### config.mk
export PLATFORM = sky130hd
export DESIGN_NAME = ticket_payment
export DESIGN_NICKNAME = d
export VERILOG_FILES = /design/src/rtl/ticket_payment.sv
export SDC_FILE = /design/constraint.sdc
export NUM_CORES = 1
export LEC_CHECK = 0
export CORE_MARGIN = 2
export CORE_UTILIZATION = 40
export DETAILED_ROUTE_END_ITERATION = 10
export MAX_ROUTING_LAYER = met4
export PLACE_DENSITY = 0.58
export SETUP_SLACK_MARGIN = 0.15
export SLEW_MARGIN = 20
export SYNTH_ARGS = -nofsm -noshare
export SYNTH_HDL_FRONTEND = slang
export SYNTH_SLANG_ARGS = --single-unit
### constraint.sdc
create_clock -name clk -period 4.86 [get_ports clk]
set_input_delay 1.215 -clock clk [delete_from_list [all_inputs] [get_ports clk]]
set_output_delay 1.215 -clock clk [all_outputs]
set_load 0.03 [all_outputs]
### src/rtl/ticket_payment.sv
// ----------------------------------------------------------------------------
// ticket_payment : coin-operated ticket sale FSM with change / refund dispense
// Optional: define PAYMENT_TIMEOUT_EN for the COLLECT inactivity timeout.
// Revision: 1.0
// ----------------------------------------------------------------------------
`default_nettype none

module ticket_payment #(
  parameter int PRICE          = 15,
  parameter int MAX_TICKETS    = 18,
  parameter int TIMEOUT_CYCLES = 50000000
) (
  input  logic       clk,
  input  logic       rst,
  input  logic       start,
  input  logic [4:0] qty,
  input  logic       coin_valid,
  input  logic [1:0] coin_code,
  input  logic       cancel,
  input  logic       change_ack,
  output logic       busy,
  output logic [9:0] amount_due,
  output logic [9:0] amount_paid,
  output logic       change_valid,
  output logic [1:0] change_coin,
  output logic       done,
  output logic       refunded
);

  typedef enum logic [1:0] {
    S_IDLE    = 2'd0,
    S_COLLECT = 2'd1,
    S_CHANGE  = 2'd2,
    S_FINISH  = 2'd3
  } state_t;

  localparam logic [9:0]  C_PRICE = 10'(PRICE);
  localparam logic [31:0] C_MAX   = 32'(MAX_TICKETS);

  state_t     state_q, state_d;
  logic [9:0] due_q, due_d;
  logic [9:0] paid_q, paid_d;
  logic [9:0] rem_q, rem_d;
  logic       refund_q, refund_d;

  logic [9:0] w_total;
  logic [1:0] w_coin;
  logic       w_timeout;
  logic       w_abort;

  function automatic logic [9:0] coin_value(input logic [1:0] code);
    logic [9:0] v;
    case (code)
      2'b00:   v = 10'd5;
      2'b01:   v = 10'd10;
      2'b10:   v = 10'd20;
      default: v = 10'd50;
    endcase
    return v;
  endfunction

`ifdef PAYMENT_TIMEOUT_EN
  logic [31:0] tmo_q, tmo_d;

  // Counter is zero outside COLLECT, so entry into COLLECT restarts it.
  always_comb begin
    tmo_d = '0;
    if (state_q == S_COLLECT && !coin_valid) begin
      tmo_d = tmo_q + 32'd1;
    end
  end

  assign w_timeout = (state_q == S_COLLECT) && (tmo_q == 32'(TIMEOUT_CYCLES - 1));

  always_ff @(posedge clk) begin
    if (rst) tmo_q <= '0;
    else     tmo_q <= tmo_d;
  end
`else
  assign w_timeout = (TIMEOUT_CYCLES < 0);
`endif

  assign w_abort = cancel | w_timeout;
  assign w_total = paid_q + coin_value(coin_code);

  // Greedy change selection: largest coin that still fits.
  always_comb begin
    w_coin = 2'b00;
    if (rem_q >= 10'd50)      w_coin = 2'b11;
    else if (rem_q >= 10'd20) w_coin = 2'b10;
    else if (rem_q >= 10'd10) w_coin = 2'b01;
  end

  always_comb begin
    state_d  = state_q;
    due_d    = due_q;
    paid_d   = paid_q;
    rem_d    = rem_q;
    refund_d = refund_q;
    case (state_q)
      S_IDLE: begin
        if (start && qty != 5'd0 && 32'(qty) <= C_MAX) begin
          due_d   = {5'd0, qty} * C_PRICE;
          paid_d  = '0;
          state_d = S_COLLECT;
        end
      end
      S_COLLECT: begin
        if (w_abort) begin
          refund_d = 1'b1;
          rem_d    = paid_q;
          state_d  = (paid_q != 10'd0) ? S_CHANGE : S_FINISH;
        end else if (coin_valid) begin
          paid_d   = w_total;
          refund_d = 1'b0;
          if (w_total == due_q) begin
            state_d = S_FINISH;
          end else if (w_total > due_q) begin
            rem_d   = w_total - due_q;
            state_d = S_CHANGE;
          end
        end
      end
      S_CHANGE: begin
        if (change_ack) begin
          rem_d = rem_q - coin_value(w_coin);
          if (rem_d == 10'd0) state_d = S_FINISH;
        end
      end
      default: begin
        state_d = S_IDLE;
      end
    endcase
  end

  always_ff @(posedge clk) begin
    if (rst) begin
      state_q  <= S_IDLE;
      due_q    <= '0;
      paid_q   <= '0;
      rem_q    <= '0;
      refund_q <= 1'b0;
    end else begin
      state_q  <= state_d;
      due_q    <= due_d;
      paid_q   <= paid_d;
      rem_q    <= rem_d;
      refund_q <= refund_d;
    end
  end

  assign busy         = (state_q != S_IDLE);
  assign amount_due   = due_q;
  assign amount_paid  = paid_q;
  assign change_valid = (state_q == S_CHANGE);
  assign change_coin  = w_coin;
  assign done         = (state_q == S_FINISH) && !refund_q;
  assign refunded     = (state_q == S_FINISH) && refund_q;

endmodule

`default_nettype wire

# Word-level counts from Yosys, hierarchy flattened
# Index checks and enable logic that the tools add are counted.
# word_totals
out_inout_bits	26
reg_bits	32
in_bits	13
word_cells	79
# classes
reduce_logical	20
n_eq_ne	17
n_mul	1
muxes	28
add_sub_neg	3
magnitude_cmp	5
# ops
op	count
$mux 10	10
$pmux 10 s2	2
$pmux 6 s3	2
$mux 2	9
$add 10x10->10	1
$eq 10x9->1	1
$ge 10x4->1 const B	1
$ge 10x5->1 const B	1
$ge 10x6->1 const B	1
$gt 10x9->1	1
$logic_not 10->1	1
$reduce_and 5->1	2
$reduce_bool 10->1	1
$sub 10x10->10	1
$sub 10x9->10	1
$mul 5x4->9 const B	1
$ne 3x3->1 const B	3
$eq 2x2->1 const B	4
$ne 2x2->1 const B	4
$reduce_bool 2->1	4
$eq 2x1->1 const B	3
$logic_not 2->1	3
$pmux 2 s3	1
$le 5x5->1 const B	1
other kinds (8)	15

# Logic depth before layout (Yosys ltp)
# Gate-level depths: netlist (run 1).
# depth
word_depth	13
mapped_depth	19
ltp_nobuf	18

# Least setup slack after synthesis (run 1)
# OpenSTA, ideal clock, no wires.
# synth_timing
path_kind	input port to flip-flop
from	input coin_code[0]
to	register rem_q[9]
required_time_ns	4.738
n_path_buf	1
path_stages	19
setup_time_ns	0.122
arrival_time_ns	4.350
path_slack_ns	0.389
cell_sequence	nor2_1 > ha_1 > inv_1 > fa_1 > nor2b_1 > o21ai_0 > a21boi_1 > o21ai_0 > and2_1 > xnor2_1 > ha_1 > nand4_1 > a21oi_1 > o31ai_2 > a21oi_1 > o221ai_1 > buf_2 > nor3_1 > a221o_1
# synth_via
elab_chain_len	9
elab_cells_between_ends	16
classes_between	2 x add/sub; 1 x order compare; 5 x eq/ne; 6 x mux; 2 x reduce/logical
# synth_lines
element	line_no	source
start, declared	18	input logic [1:0] coin_code,
$eq 2x2->1 (tied with other cells)	53	case (code)
$pmux 6 s3 (*)	53	
$add 10x10->10 (*)	84	assign w_total = paid_q + coin_value(coin_code);
$sub 10x9->10	119	rem_d = w_total - due_q;
$mux 10	118	end else if (w_total > due_q) begin
$mux 10	116	if (w_total == due_q) begin
$mux 10	113	end else if (coin_valid) begin
$mux 10	109	if (w_abort) begin
$pmux 10 s2	100	case (state_q)
end signal, assigned	147	rem_q <= rem_d;
end, declared	43	logic [9:0] rem_q, rem_d;
# Every way passes the cells marked *; elsewhere a longest branch is shown, timed or not. The select of a mux whose other input is x is not followed.
# A chain may end at the register's enable or synchronous reset.

# Worst setup path in the final report (run 1)
# layout_timing
from	input coin_code[1]
to	register rem_q[9]
# The elaborated chain is that of the path after synthesis.

==> reports/results.ini, run 1 <==
[outcome]
status=complete, no violations

[floorplan]
die_width_um=96.2
core_area_um2=8220
rows=33
die_area_um2=9260
die_h_um=96.2
initial_core_util_pct=41.4
pin_count=39

[cts]
cts_max_path_buffers=2
cts_tree=yes
ctsHtreeMaxLevel=2
cts_root_buf=clkbuf_8
clock_latency_ns=0.29
cts_hold_buf=0
clk_pin_slew_ns=0.07
numCtsBuffers=5
cts.sinks=32

[detailed_routing]
via_per_inst=5.35
firstDrtPassIters=5
drtIter0Drc=176
postRouteAntennaNets=0
post_drt_wl_per_cell_um=14.9
wirelength_mm=8.89
drc=0
via_count=3201

[worst_setup_path]
cp.required_ns=5.04
start_kind=primary input
crit_type=in -> reg
arrival_ns=4.66
cp_max_fo=5
end_kind=flop

[grt]
grt_usage_pct=20.9
grt_pass1_wl_mm=14.7
grt_max_degree=25
gr-total-overflow=0
antenna_found_initial=0
grt_pass1_vias=3092

[power]
comb_power_share_pct=74.0
p_int_w=0.00114
powerDensity_nw_per_um2=545
seqPwrFrac_pct=17.3
peakVddDrop_mv=0.224
switching_share_pct=49.3
power_leakage_nw=1.74
power_switching_w=0.00111
p_total_w=0.00226
clkPwrFrac_pct=8.7

[layout]
finalInstanceArea_um2=4140
layout.nets=559
seqCellArea_um2=641
multi_input_area_um2=2540
instances_no_fill=598
n_antenna_cell=0
syn2layout_area_growth_pct=21.5
fin_util_pct=50.3
nFillCells=820
drive_above_1_share_pct=9.94

[yosys]
synth_nets=508
yosys_register_bits=32
avgSynthCellArea_um2=7.70
seq_area_frac_synth_pct=18.8
syn_area_um2=3400
synth-main-ff-cell=dfxtp_1
async_flop_share_pct=0
synth.distinct_cells=66
synth_edf_count=0
postSynthCellCount=442
yosysWarnings=0

[min_path]
hold_path_class=reg -> reg

[timing]
relSlewSlack_pct=42.1
finalSetupViolCount=0
fmax_mhz=223
finalClockSkew_ns=0.00747
worst_pin_slew_ns=0.868
period_share_pct=92.2
rsz0062_at_grt=no
period_needed_ns=4.48
hold_viol_final=0
drv_slew=0

[placed_design]
port-buffer-count=37
dpl.hpwl_mm=6.99
place_congestion=0.864
placed_area_um2=4010
dp_cells=588

[flow_run]
maxCapViolCount=0

==> layer usage <==
| metal | vias up | track usage [%] | share of wire [%] |
|---|---|---|---|
| met5 | - | - | 0 |
| met4 | 0 | 5.00 | 1.4 |
| met3 | 10 | 4.07 | 3.3 |
| met2 | 59 | 33.4 | 47 |
| met1 | 1466 | 27.3 | 48 |
| li1 | 1666 | - | - |
==> layout by cell type, fill, tap and decap left out, drive strengths merged, types with 4 or more instances in the layout <==
cell	n
nor2	37
o21bai	4
dfxtp	32
clkbuf	6
a31oi	5
inv	43
nand3	12
clkdlybuf4s50	35
xnor2	15
nor2b	7
o21ai	27
ha	43
buf	26
mux2i	9
nor3	12
nand2	40
a311oi	4
or3	5
nand2b	4
fa	10
a21o	5
a211oi	10
nand4	4
and2	5
a21oi	37
==> sequential cells by signal, summed over array words and instances, names as in the netlist <==
register	cells
amount_paid	10
rem_q	10
amount_due	9
state_q	2
refund_q	1
==> worst max-delay path, stage by stage <==
cell and delay, ns:
dlymetal6s2s_1 0.13, nor2_1 0.13, ha_2 0.19, inv_1 0.05, fa_2 0.34, nor2b_1 0.12, o21ai_1 0.08, a21boi_1 0.20
o21ai_1 0.11, and2_4 0.17, xnor2_1 0.12, ha_1 0.32, buf_4 0.14, buf_4 0.12, buf_4 0.14, a41o_1 0.22
a2111oi_1 0.39, a311oi_1 0.12, a221o_1 0.36
==> final timing paths <==
check                         startpoint               endpoint  slack [ns]  cells past startpoint
max                         coin_code[1]  rem_q[9]$_SDFFE_PP0P_        0.38                     19
min                refund_q$_SDFFE_PP0P_  refund_q$_SDFFE_PP0P_        0.47                      2
max reg2reg  amount_paid[1]$_SDFFE_PP0P_  rem_q[9]$_SDFFE_PP0P_        1.08                     16
min reg2reg        refund_q$_SDFFE_PP0P_  refund_q$_SDFFE_PP0P_        0.47                      2
==> cell families after synthesis <==
kind of cell / synth area share (%)
other: 0.110
xor gates and xnor gates: 4.63
DFF: 18.8
and+or+nand+nor: 21.5
buffers and inverters: 7.17
muxes: 2.65
adders and majority gates: 21.7
AOI/OAI and AO/OA: 23.4
==> power groups by stage <==
stage / Combinational (W) / Clock [W] / Sequential (W)
after floorplan: 0.00118 / 0 / 0.000400
after global placement: 0.00163 / 0 / 0.000395
after detailed placement: 0.00163 / 0 / 0.000395
after CTS: 0.00166 / 0.000201 / 0.000390
after global routing: 0.00186 / 0.000218 / 0.000399
final: 0.00167 / 0.000196 / 0.000390
==> stage by stage <==
stage          setup WS [ns]  hold WS [ns]  TNS, ns
2_1_floorplan          0.389         0.442        0
3_3_place_gp         -0.0876         0.459   -0.244
3_5_place_dp          -0.198         0.462    -1.46
4_1_cts                0.154         0.474        0
5_1_grt                0.205         0.497        0
6_report               0.379         0.468        0
==> area by class of cell <==
class / instances / share of cell area [%]
clock buffer: 6 / 1.75
clock inverter: 1 / 0.121
tap: 105 / 3.18
timing repair buffer: 63 / 14.1
sequential: 32 / 15.5
inverter: 43 / 3.90
multi-input combinational: 348 / 61.5
==> synthesized netlist by cell type (2+ instances only) <==
cell	count	area [um2]
ha_1	43	538
inv_1	42	158
nand2_1	40	150
a21oi_1	37	185
nor2_1	37	139
dfxtp_1	32	641
o21ai_0	22	110
xnor2_1	15	131
clkbuf_1	13	48.8
nand3_1	12	60.1
nor3_1	12	60.1
a211oi_1	10	75.1
fa_1	10	200
mux2i_1	9	90.1
nor2b_1	7	43.8
a31oi_1	5	31.3
and2_1	5	31.3
o21ai_1	5	25.0
or3_1	5	31.3
a21o_1	4	30.0
nand2b_1	4	25.0
o21bai_1	4	30.0
a211o_1	3	26.3
a311oi_1	3	26.3
buf_2	3	15.0
nand3b_1	3	22.5
nand4_1	3	18.8
nor3b_1	3	22.5
nor4_1	3	18.8
nor4b_1	3	26.3
or4_1	3	22.5
xor2_1	3	26.3
a221o_1	2	20.0
a41o_1	2	20.0
buf_4	2	15.0
o211ai_1	2	15.0
o31ai_1	2	15.0
==> what timing repair did <==
item,in CTS,in global routing
resized for setup,4,7
endpoints found under the setup margin,4,12
setup buffers,2,1
pin swaps,5,8
(Power assumes the default switching activity.)
==> inputs of run 2 (changes only) <==
--- a/config.mk
+++ b/config.mk
@@ -5,6 +5,7 @@
 export SDC_FILE = /design/constraint.sdc
 export NUM_CORES = 1
 export LEC_CHECK = 0
+export CAP_MARGIN = 20
 export CORE_MARGIN = 2
 export CORE_UTILIZATION = 40
 export DETAILED_ROUTE_END_ITERATION = 10
==> results of run 2 <==
No change in the layout: final DEF, timing and power equal those of run 1.
